==> config.mk <==
export PLATFORM = sky130hd
export DESIGN_NAME = prog_loader
export DESIGN_NICKNAME = d
export VERILOG_FILES = /design/src/rtl/prog_loader.sv
export SDC_FILE = /design/constraint.sdc
export NUM_CORES = 1
export LEC_CHECK = 0
export BUFFER_PORTS_ARGS = -buffer_cell sky130_fd_sc_hd__buf_4
export CAP_MARGIN = 10
export CELL_PAD_IN_SITES_DETAIL_PLACEMENT = 0
export CELL_PAD_IN_SITES_GLOBAL_PLACEMENT = 1
export CORE_MARGIN = 2
export CORE_UTILIZATION = 30
export DETAILED_ROUTE_END_ITERATION = 10
export PLACE_DENSITY = 0.55
export SLEW_MARGIN = 20
export SYNTH_ARGS = -nofsm -noshare
export SYNTH_HDL_FRONTEND = slang
export SYNTH_SLANG_ARGS = --single-unit
export TNS_END_PERCENT = 100
==> constraint.sdc <==
create_clock -name i_clk -period 7.5 [get_ports i_clk]
set_clock_uncertainty 0.15 [all_clocks]
set_input_delay 0 -clock i_clk [delete_from_list [all_inputs] [get_ports i_clk]]
set_output_delay 0 -clock i_clk [all_outputs]
set_load 0.05 [all_outputs]
==> src/rtl/prog_loader.sv <==
// Boot-time program loader: parses a framed little-endian byte stream, writes the payload
// through a word-write port and releases the CPU reset only after the checksum matches.
module prog_loader #(
  parameter int unsigned ADDR_W = 14,
  parameter logic [31:0] MAGIC  = 32'h52564C44
) (
  input  logic        i_clk,
  input  logic        i_rst_n,
  input  logic        i_rx_valid,
  input  logic [7:0]  i_rx_data,
  output logic        o_rx_ready,
  output logic        o_mem_we,
  output logic [31:0] o_mem_addr,
  output logic [31:0] o_mem_wdata,
  output logic [3:0]  o_mem_be,
  output logic        o_cpu_rst,
  output logic        o_busy,
  output logic        o_done,
  output logic        o_err
);

  typedef enum logic [2:0] {
    StIdle, StHdrBase, StHdrLen, StPayload, StWrite, StCheck, StDone, StErr
  } state_e;

  localparam logic [32:0] MemWords = 33'd1 << ADDR_W;

  state_e      r_state, w_state_d;
  logic [31:0] r_win;
  logic [1:0]  r_cnt;
  logic [31:0] r_base;
  logic [31:0] r_len;
  logic [31:0] r_idx;
  logic [31:0] r_acc;

  logic        r_rx_ready, r_mem_we, r_cpu_rst, r_busy, r_done, r_err;
  logic [3:0]  r_mem_be;
  logic [31:0] r_mem_addr, r_mem_wdata;

  logic        w_accept, w_last_byte, w_range_err;
  logic [31:0] w_win_nxt, w_idx_nxt;
  logic [32:0] w_range_sum;
  logic        w_rx_ready_d, w_mem_we_d, w_cpu_rst_d, w_busy_d, w_done_d, w_err_d;
  logic [3:0]  w_mem_be_d;

  assign w_accept    = i_rx_valid & r_rx_ready;
  // Newest byte enters at [31:24], so four shifts leave a little-endian word in place.
  assign w_win_nxt   = {i_rx_data, r_win[31:8]};
  assign w_last_byte = w_accept && (r_cnt == 2'd3);
  assign w_idx_nxt   = r_idx + 32'd1;

  // 33-bit sum so a frame ending exactly at the top of memory is still accepted.
  assign w_range_sum = {{(33 - ADDR_W){1'b0}}, r_base[ADDR_W+1:2]} + {1'b0, w_win_nxt};
  assign w_range_err = (w_range_sum > MemWords) || (r_base[31:ADDR_W+2] != '0);

  always_ff @(posedge i_clk or negedge i_rst_n) begin
    if (!i_rst_n) begin
      r_state <= StIdle;
    end else begin
      r_state <= w_state_d;
    end
  end

  always_comb begin
    w_state_d = r_state;
    case (r_state)
      StIdle: begin
        if (w_accept && (w_win_nxt == MAGIC)) w_state_d = StHdrBase;
      end
      StHdrBase: begin
        if (w_last_byte) w_state_d = (w_win_nxt[1:0] != 2'b00) ? StErr : StHdrLen;
      end
      StHdrLen: begin
        if (w_last_byte) begin
          if (w_range_err)              w_state_d = StErr;
          else if (w_win_nxt == 32'd0)  w_state_d = StCheck;
          else                          w_state_d = StPayload;
        end
      end
      StPayload: begin
        if (w_last_byte) w_state_d = StWrite;
      end
      StWrite: begin
        w_state_d = (w_idx_nxt < r_len) ? StPayload : StCheck;
      end
      StCheck: begin
        if (w_last_byte) w_state_d = (w_win_nxt == r_acc) ? StDone : StErr;
      end
      StDone:  w_state_d = StDone;
      StErr:   w_state_d = StErr;
      default: w_state_d = StErr;
    endcase
  end

  always_comb begin
    w_rx_ready_d = 1'b0;
    w_mem_we_d   = 1'b0;
    w_busy_d     = 1'b0;
    w_done_d     = 1'b0;
    w_err_d      = 1'b0;
    w_cpu_rst_d  = 1'b1;
    unique case (w_state_d)
      StIdle:    w_rx_ready_d = 1'b1;
      StHdrBase,
      StHdrLen,
      StPayload,
      StCheck: begin
        w_rx_ready_d = 1'b1;
        w_busy_d     = 1'b1;
      end
      StWrite: begin
        w_mem_we_d = 1'b1;
        w_busy_d   = 1'b1;
      end
      StDone: begin
        w_done_d    = 1'b1;
        w_cpu_rst_d = 1'b0;
      end
      StErr:     w_err_d = 1'b1;
      default:   w_err_d = 1'b1;
    endcase
    w_mem_be_d = w_mem_we_d ? 4'hf : 4'h0;
  end

  // Datapath and registered outputs.
  always_ff @(posedge i_clk or negedge i_rst_n) begin
    if (!i_rst_n) begin
      r_win       <= '0;
      r_cnt       <= '0;
      r_base      <= '0;
      r_len       <= '0;
      r_idx       <= '0;
      r_acc       <= '0;
      r_rx_ready  <= 1'b0;
      r_mem_we    <= 1'b0;
      r_mem_be    <= 4'h0;
      r_mem_addr  <= '0;
      r_mem_wdata <= '0;
      r_cpu_rst   <= 1'b1;
      r_busy      <= 1'b0;
      r_done      <= 1'b0;
      r_err       <= 1'b0;
    end else begin
      if (w_accept) begin
        r_win <= w_win_nxt;
        if (r_state != StIdle) r_cnt <= r_cnt + 2'd1;
      end
      if ((r_state == StHdrBase) && w_last_byte) r_base <= w_win_nxt;
      if ((r_state == StHdrLen) && w_last_byte) begin
        r_len <= w_win_nxt;
        r_idx <= '0;
        r_acc <= '0;
      end
      if (r_state == StWrite) begin
        r_acc <= r_acc + r_win;
        r_idx <= w_idx_nxt;
      end
      if (w_state_d == StWrite) begin
        r_mem_addr  <= r_base + {r_idx[29:0], 2'b00};
        r_mem_wdata <= w_win_nxt;
      end
      r_rx_ready <= w_rx_ready_d;
      r_mem_we   <= w_mem_we_d;
      r_mem_be   <= w_mem_be_d;
      r_cpu_rst  <= w_cpu_rst_d;
      r_busy     <= w_busy_d;
      r_done     <= w_done_d;
      r_err      <= w_err_d;
    end
  end

  assign o_rx_ready  = r_rx_ready;
  assign o_mem_we    = r_mem_we;
  assign o_mem_addr  = r_mem_addr;
  assign o_mem_wdata = r_mem_wdata;
  assign o_mem_be    = r_mem_be;
  assign o_cpu_rst   = r_cpu_rst;
  assign o_busy      = r_busy;
  assign o_done      = r_done;
  assign o_err       = r_err;

endmodule

After elaboration in Yosys (flattened, before gate mapping)

Cells that the tools add are included.
Widths: inputs -> output; s select.

Add/subtract/negate cells: 5
Magnitude comparators: 2
Equal/unequal tests: 17
Multiplexer cells: 21
Bitwise gates (word level): 1
Reductions and logical operators: 15

Operators by type and width:

| cell                  | count |
|---|---|
| $mux 32               | 3 |
| $add 32x32->32        | 2 |
| $add 14x32->33        | 1 |
| $gt 33x15->1 const B  | 1 |
| $add 32x1->32 const B | 1 |
| $eq 32x31->1 const B  | 1 |
| $eq 32x32->1          | 1 |
| $logic_not 32->1      | 1 |
| $lt 32x32->1          | 1 |
| $mux 3                | 9 |
| $eq 3x3->1 const B    | 8 |
| $pmux 3 s8            | 1 |
| $reduce_bool 16->1    | 1 |
| $eq 3x2->1 const B    | 4 |
| $reduce_or 5->1       | 2 |
| $mux 1                | 7 |
| $eq 3x1->1 const B    | 2 |
| $logic_not 3->1       | 2 |
| $logic_and 1x1->1     | 4 |
| $mux 4                | 1 |
| $reduce_bool 2->1     | 2 |
| $reduce_bool 3->1     | 1 |
| $add 2x1->2 const B   | 1 |
| $eq 2x2->1 const B    | 1 |
| other kinds (3)       | 3 |

Register bits after elaboration: 239
Bits of input ports: 11
Output and inout bits: 74
Logic and storage cells: 77

Logic depth before layout (Yosys ltp)

Gate-level depths: netlist (run 1).

Depth after elaboration: 9
Gate-level depth with buffers: 22

Worst setup path after synthesis (run 1)

No wires, ideal clock.

Kind: register -> register
Start point: reg r_idx[0]
End point: reg r_busy, in the netlist o_busy
Library setup time: 0.087 ns
Data arrival time: 3.865 ns
Setup slack: 3.398 ns
Stages on the path, launching flop included: 21
Buffers on the path: 2
Period minus slack after synthesis: 4.102 ns
Cell sequence: dfrtp_1 ha_1 nand2_1 nor3_2 and3_1 and3_1 buf_2 nand3_2 or3_1 buf_2 nor3_2 xnor2_1 ha_1 nor2b_1 o21ai_0 o211a_1 o31ai_1 a211o_1 nor2_1 inv_2 a22oi_1

Word-level cells in the longest chain between the ends: 7
Elaborated cells on any way between the ends: 11
Classes of those cells: add/sub (1); order compare (1); eq/ne (5); mux (3); reduce/logical (1)

RTL lines:

| what                               | line | RTL |
|---|---|---|
| start: declaration                 | 33   | `logic [31:0] r_idx;` |
| start signal: assignment           | 156  | `r_idx <= w_idx_nxt;` |
| $add 32x1->32 *                    | 50   | `assign w_idx_nxt = r_idx + 32'd1;` |
| $lt 32x32->1 *                     | 84   | `w_state_d = (w_idx_nxt < r_len) ? StPayload : StCheck;` |
| $mux 3 *                           | 84   |  |
| $pmux 3 s8 *                       | 66   | `case (r_state)` |
| via w_state_d[2]                   | 28   | `state_e r_state, w_state_d;` |
| $eq 3x3->1 (tied with other cells) | 102  | `unique case (w_state_d)` |
| $reduce_or 5->1 (no line) *        | n/a  |  |
| $mux 1 *                           | 102  |  |
| via w_busy_d                       | 43   | `logic w_rx_ready_d, w_mem_we_d, w_cpu_rst_d, w_busy_d, w_done_d, w_err_d;` |
| end signal: assignment             | 166  | `r_busy <= w_busy_d;` |
| end: declaration                   | 36   | `logic r_rx_ready, r_mem_we, r_cpu_rst, r_busy, r_done, r_err;` |

The timed path passes the listed nets; every way through them passes the cells marked *.
A chain may end at the register's enable or synchronous reset.

Final worst setup path (run 1)

Ends and elaborated chain as after synthesis.

==> run metrics, run 1 <==
status=completed; Worst-path clk slew=around 0.060 ns; FP Rows=82; post-route ant nets=0; max-cap violations=0; Post-synth top flop=dfrtp_1; CTS tree=yes; starting density of the core=0.3022; Synth area leader=dfrtp_1; vias after detailed routing=between 10000 and 15000; sequential area share after synthesis=0.3904; layout cells sized above 1=0.1459; initial antenna violation count=5; WHS Path Cells=4; chip width=228.1 um; clock power share=0.165; Gate Count Post-Synth=1672; syn_area_per_cell=9.012 um^2; Setup Viol. Count Final=0; final hold vios=0; Worst R2R Path Depth=19; Int Pwr=~4.6 mW; Layout area overhead=16.37%; core footprint=about 0.050 mm^2; drt wl/cell=~20 um; Post-layout nets=1858; Residual DRC=0; async set or reset register ratio after synthesis=1.000; RSZ-0062 raised after global routing=false; # IOs=between 80 and 90; setup repair bufs after CTS=0; clk root buf=clkbuf_16; Netlist cell types=84; worst skew pair latency=about 0.58 ns; final worst path period share=0.6502; I/O Buffers=84; Filler Cell Count=5170; routability cong.=0.8400; CP Capture Point=o_busy$_DFF_PN0_; Fin Setup TNS=0 ns; Num CTS Buffers=30; multi-input logic area=approximately 0.0086 mm^2; pin count of the biggest net entering global routing=148; Routed WL=49.43 mm; register area=0.005882 mm^2; CTS Sinks=approximately 240; FF-to-FF End=o_busy$_DFF_PN0_; Worst EP arrival=5.20 ns; Die Y=228.1 um; CP max FO=7; fmax=around 210 MHz; Slew @ Worst Pin=0.9968 ns; H-tree levels=1; initial DRC count=918; Cell Pwr Density=503.7 mW/mm^2; grt total ovfl=0; flop2flop setup slack=2.62 ns; Data required, critical path=just under 8 ns; Fin Hold WS=0.1910 ns; global-route wire length before repair=77.57 mm; Worst setup startpoint=r_idx[0]$_DFFE_PN0P_; flops & latches, synth=235; crit path kind=flip-flop to flip-flop; DR pass1 iterations=5; Area contributors post-synth=dfrtp_1, ha_1, nand2_1; P_sw=~4.2 mW; clk buf depth=3; Reg-to-Reg Start=r_idx[0]$_DFFE_PN0P_; CP Capture Type=flip-flop; min cycle time layout=between 4 and 5 ns; Startpoint Class=flip-flop; number of diodes=0; Die ar.=roughly 0.052 mm^2; Yosys top cell area share=0.3886; Sw Share=0.4803; vias in the first global route=around 12000; Gate power share=0.560; number of synthesized flops with an enable pin=0; slew margin rel.=0.3355; Max VDD drop=221.4 uV; DR vias/cell=roughly 5.2; Flop pwr share=0.275; post-DP HPWL=35.18 mm; Ys Warns=0; Hold WC Path Type=input port to flip-flop; Slew Viols, Final=0; Overall Global Routing Usage=0.1902; P_leak=8.220 nW; Syn Nets=~1800; cell area after synthesis=0.01507 mm^2
critical path: stages (launching register included):
cell      delay [ns]
dfrtp_1         0.45
ha_1            0.30
nand2_1         0.10
nor3_2          0.25
and3_1          0.29
and3_1          0.31
nand3_2         0.18
or3_1           0.53
xnor2_1         0.19
ha_1            0.31
nand4_1         0.10
nor2_1          0.06
a221oi_1        0.23
o21ai_0         0.13
a31oi_1         0.23
o31ai_1         0.16
a211o_1         0.33
nor2_1          0.23
inv_2           0.08
a22oi_1         0.18
worst min-delay path by stage:
| stage | startpoint | end | slack, ns |
|---|---|---|---|
| global placement | i_rst_n | o_mem_wdata[3]$_DFFE_PN0P_ | -0.08 |
| global route | i_rx_data[2] | r_len[26]$_DFFE_PN0P_ | 0.20 |
| floorplan | i_rst_n | o_busy$_DFF_PN0_ | -0.45 |
| finish | i_rx_data[6] | o_mem_wdata[30]$_DFFE_PN0P_ | 0.19 |
| CTS | i_rx_data[0] | r_len[24]$_DFFE_PN0P_ | 0.17 |
| detailed placement | i_rst_n | o_mem_wdata[3]$_DFFE_PN0P_ | -0.07 |
timing repair:
item	4_1_cts	5_1_grt
hold buffers	12	0
hold endpoints to repair	125	0
gates resized for setup	0	0
final cells by class:
type                       count  share of cell area
sequential                   235              0.3354
clock inverter                 6            0.004781
timing repair buffer         122             0.05608
inverter                      71             0.01520
tap                          672             0.04795
multi-input combinational   1277              0.4888
clock buffer                  50             0.05173
logic make-up after synthesis:
| group | synth area share |
|---|---|
| XOR/XNOR | 0.07091 |
| AND/OR/NAND/NOR | 0.1804 |
| multiplexers | 0.04816 |
| flip-flops | 0.3904 |
| buffers and inverters | 0.04326 |
| adder cells (fa/ha/maj) | 0.09283 |
| AO/OA/AOI/OAI | 0.1741 |
metal layers:
layer / global-route usage / part of all wire / wire length (um)
met2: 0.3074 / 0.45 / 22410
met3: 0.02188 / 0.037 / 1813
met1: 0.2666 / 0.48 / 23810
met4: 0.05719 / 0.028 / 1396
met5: 0 / 0 / 0
registers in the layout, summed over array words and instances, names as in the netlist, 2 cells and up:
| signal | flops |
|---|---|
| r_len | 32 |
| o_mem_wdata | 32 |
| r_base | 32 |
| r_win | 32 |
| r_cnt | 2 |
| r_state | 3 |
| r_idx | 32 |
| o_mem_addr | 32 |
| r_acc | 32 |
power groups by stage:
stage               sequential (mW)  clock (mW)  combinational (mW)
CTS                            2.44        1.51                4.96
global placement               2.45           0                4.92
finish                         2.43        1.45                4.95
global route                   2.52        1.56                5.48
detailed placement             2.46           0                4.93
floorplan                      2.78           0                3.07
cells in the mapped netlist, types with 8 or more instances:
| library cell | count |
|---|---|
| and3_1 | 19 |
| xor2_1 | 62 |
| o21a_1 | 13 |
| clkbuf_1 | 66 |
| nor4_1 | 23 |
| o21ai_0 | 154 |
| a31oi_1 | 20 |
| inv_1 | 68 |
| nand2_1 | 275 |
| a211oi_1 | 12 |
| o31ai_1 | 19 |
| nand3_1 | 64 |
| mux2_2 | 60 |
| a21o_1 | 42 |
| xnor2_1 | 60 |
| or3_1 | 9 |
| nor2_1 | 58 |
| o211ai_1 | 13 |
| nand2b_1 | 16 |
| buf_2 | 10 |
| dfrtp_1 | 234 |
| ha_1 | 107 |
| a21oi_1 | 69 |
| o21ai_1 | 8 |
| nor3_1 | 26 |
| nand4_1 | 27 |
stage by stage:
| step | utilization | worst slack (ns) | total power, mW | instances | instance area (um^2) |
|---|---|---|---|---|---|
| 2_1_floorplan | - | 3.398 | 5.843 | 1672 | 15070 |
| 6_report | 0.3517 | 2.624 | 8.833 | 2433 | 17540 |
| 3_5_place_dp | 0.3290 | 2.734 | 7.389 | 2365 | 16410 |
| 3_3_place_gp | 0.3290 | 2.794 | 7.373 | 2365 | 16410 |
| 5_1_grt | 0.3517 | 2.214 | 9.563 | 2433 | 17540 |
| 4_1_cts | 0.3517 | 2.700 | 8.912 | 2433 | 17540 |
layout by cell type, fill, tap and decap left out, types with 5 or more instances in the layout:
| cell type | count |
|---|---|
| nor3_1 | 24 |
| clkbuf_1 | 13 |
| xor2_1 | 62 |
| xnor2_1 | 60 |
| ha_1 | 107 |
| dfrtp_1 | 234 |
| o21bai_1 | 5 |
| nor3_2 | 5 |
| and3_1 | 19 |
| a31o_2 | 7 |
| nand2b_1 | 16 |
| clkbuf_16 | 31 |
| and2_1 | 5 |
| a21oi_1 | 69 |
| buf_4 | 108 |
| o21ai_1 | 8 |
| o2111ai_1 | 6 |
| dlygate4sd3_1 | 11 |
| nor2_1 | 57 |
| a211oi_1 | 12 |
| nand4_1 | 27 |
| mux2_2 | 60 |
| or2_2 | 6 |
| o21ai_0 | 154 |
| or3_1 | 9 |
| a31oi_1 | 20 |
| nor2b_1 | 5 |
| o211ai_1 | 13 |
| mux2i_1 | 5 |
| o21a_1 | 13 |
| nor4_1 | 23 |
| a22o_1 | 6 |
| o31ai_1 | 19 |
| inv_1 | 68 |
| clkbuf_8 | 6 |
| nand2_1 | 274 |
| nand3_1 | 62 |
| a21o_1 | 42 |
Power figures use the tool's default switching activity.
==> inputs of run 2 (changes only) <==
Clock period 7.5 ns to 4.8 ns, I/O delays scaled along.
==> run metrics, run 2 (same netlist as run 1, synthesis figures left out) <==
CP Capture Type=flip-flop (unchanged); flop2flop setup slack=0.36 ns (was 2.62 ns); clk buf depth=3 (unchanged); status=completed (unchanged); initial DRC count=696 (was 918); post-DP HPWL=36.17 mm (was 35.18 mm); routability cong.=0.8222 (was 0.8400); Post-Layout Inst Area=0.01773 mm^2 (was 0.01754 mm^2); Non-Filler Instances=2450 (was 2433); final worst path period share=0.9250 (was 0.6502); Residual DRC=0 (unchanged); Startpoint Class=flip-flop (unchanged); min-delay src=i_rx_data[6] (unchanged); # IOs=85 (unchanged); most common cell after layout, fill and taps aside=nand2_1 (unchanged); post-route ant nets=0 (unchanged); Filler Cell Count=5196 (was 5170); DR pass1 iterations=5 (unchanged); crit path kind=flip-flop to flip-flop (unchanged); Hold WC Path Type=input port to flip-flop (unchanged); CP max FO=7 (unchanged); Post-layout nets=1875 (was 1858); Fin Setup TNS=0 ns (unchanged); initial antenna violation count=2 (was 5); Setup Viol. Count Final=0 (unchanged); clk root buf=clkbuf_16 (unchanged); Max VDD drop=286.9 uV (was 221.4 uV); Data required, critical path=5.13 ns (was 7.82 ns); FP Rows=82 (unchanged); Reg-to-Reg Start=r_idx[0]$_DFFE_PN0P_ (unchanged); commonest non-fill, non-tap cells in the layout=nand2_1, dfrtp_1, o21ai_0, buf_4, ha_1 (unchanged); cell family with most CP delay=compound AO/OA/AOI/OAI gates (was simple AND/OR/NAND/NOR gates); Overall Global Routing Usage=0.1912 (was 0.1902); Hold EP=o_mem_wdata[30]$_DFFE_PN0P_ (unchanged); max-cap violations=0 (unchanged); pin count of the biggest net entering global routing=108 (was 148); P_leak=8.336 nW (was 8.220 nW); starting density of the core=0.3022 (unchanged); fmax=225.2 MHz (was 205.1 MHz); Slew Viols, Final=0 (unchanged); Routed WL=50.42 mm (was 49.43 mm); Worst-path clk slew=0.06 ns (about the same); I/O Buffers=84 (unchanged); CTS tree=yes (unchanged); multi-input logic area=0.008589 mm^2 (was 0.008572 mm^2); slew margin rel.=0.3834 (was 0.3355); worst path cell trace=ha_1, nand2_1, nor3_2, and3_1, and3_2, nand3_2, nor2_2, nand3_1, xnor2_2, ha_1, a21o_1, a21o_1, a211oi_1, o21ai_0, a31oi_1, o31ai_1, a211o_1, nor2_2, inv_2, a22oi_1 (was ha_1, nand2_1, nor3_2, and3_1, and3_1, nand3_2, or3_1, xnor2_1, ha_1, nand4_1, nor2_1, a221oi_1, o21ai_0, a31oi_1, o31ai_1, a211o_1, nor2_1, inv_2, a22oi_1); grt total ovfl=0 (unchanged); vias in the first global route=12440 (was 12480); slowest cell delay on critical path=0.42 ns (was 0.53 ns); final hold vios=0 (unchanged); Die Y=228.1 um (unchanged); CTS Sinks=235 (unchanged); CP Depth=20 (was 19); DR vias/cell=5.156 (was 5.155); Core Util, Final=0.3555 (was 0.3517); Slew @ Worst Pin=0.9217 ns (was 0.9968 ns); Worst EP arrival=4.77 ns (was 5.20 ns); worst skew pair latency=0.58 ns (about the same); drt wl/cell=20.58 um (was 20.32 um); Layout area overhead=17.65% (was 16.37%); placed cell count=2382 (was 2365); core footprint=0.04986 mm^2 (unchanged); FF-to-FF End=o_busy$_DFF_PN0_ (unchanged); chip width=228.1 um (unchanged); layout cells sized above 1=0.1609 (was 0.1459); WHS Path Cells=4 (unchanged); min cycle time layout=4.440 ns (was 4.876 ns); register area=0.005884 mm^2 (was 0.005882 mm^2); Cell Pwr Density=787.3 mW/mm^2 (was 503.7 mW/mm^2); Bufs and invs on worst path=1 (unchanged); Power Total=13.96 mW (was 8.833 mW); Die ar.=0.05204 mm^2 (unchanged); Num CTS Buffers=30 (unchanged); vias after detailed routing=12630 (was 12540); Worst R2R Path Depth=20 (was 19); Placed Area=0.01652 mm^2 (was 0.01641 mm^2); H-tree levels=1 (unchanged); global-route wire length before repair=77.38 mm (was 77.57 mm); Critical-path top delay cell=dfrtp_2 (was or3_1)
## run 2: cell types whose count changed in the layout (fill, tap and decap cells not counted), moves of 2 or more
| cell | delta |
|---|---|
| and3_1 | -2 |
| xnor2_1 | -2 |
| xnor2_2 | +2 |
| dfrtp_2 | +2 |
| buf_4 | +17 |
| dfrtp_1 | -2 |
| clkbuf_8 | +3 |
| nor2_2 | +3 |
| nor2_1 | -2 |
| and3_2 | +2 |
| clkbuf_1 | -5 |
## run 2: worst max-delay path by stage
stage                    startpoint          endpoint  slack, ns
2_1_floorplan  r_idx[0]$_DFFE_PN0P_  o_busy$_DFF_PN0_       0.70
4_1_cts        r_idx[0]$_DFFE_PN0P_  o_busy$_DFF_PN0_       0.19
6_report       r_idx[0]$_DFFE_PN0P_  o_busy$_DFF_PN0_       0.36
5_1_grt        r_idx[0]$_DFFE_PN0P_  o_busy$_DFF_PN0_      -0.02
3_3_place_gp   r_idx[0]$_DFFE_PN0P_  o_busy$_DFF_PN0_       0.33
3_5_place_dp   r_idx[0]$_DFFE_PN0P_  o_busy$_DFF_PN0_       0.24
## run 2: tightest hold or removal path: stages
cell and delay [ns]:
dlygate4sd3_1 0.53, buf_4 0.21, nand2_1 0.08, nand2_1 0.04
## run 2: final cells by class
class                      instances  area share
tap                              672     0.04743
timing repair buffer             139     0.06267
sequential                       235      0.3319
multi-input combinational       1277      0.4845
antenna                            1   0.0001412
inverter                          71     0.01503
clock buffer                      47     0.05103
clock inverter                     8    0.007269
## run 2: stage by stage
stage                     worst slack, ns  hold WS (ns)
after floorplan                    0.6976       -0.4456
after global placement             0.3304      -0.09365
after detailed placement           0.2433      -0.09190
after CTS                          0.1940        0.1424
after global routing             -0.01671        0.1591
final                              0.3601        0.1660
## run 2: routing by layer
metal / wire (um) / GRT usage / part of all wire
met4: 1553 / 0.06107 / 0.031
met2: 22950 / 0.3103 / 0.46
met5: 0 / 0 / 0
met1: 23900 / 0.2636 / 0.47
met3: 2014 / 0.02513 / 0.040
## run 2: what timing repair did
action                                 in CTS  in global routing
setup endpoints to repair                   0                  7
gates resized for setup                     0                  9
endpoints found under the hold margin     226                  0
hold buffers                               12                  0
setup buffers                               0                  0
## run 2: report_power, final
part | switching (mW) | leakage [nW] | internal [mW] | total [mW]
logic | 4.89 | 4.90 | 2.99 | 7.88
clock network | 0.910 | 0.505 | 1.45 | 2.35
registers | 0.857 | 2.93 | 2.86 | 3.72
total | 6.66 | 8.34 | 7.30 | 14.0
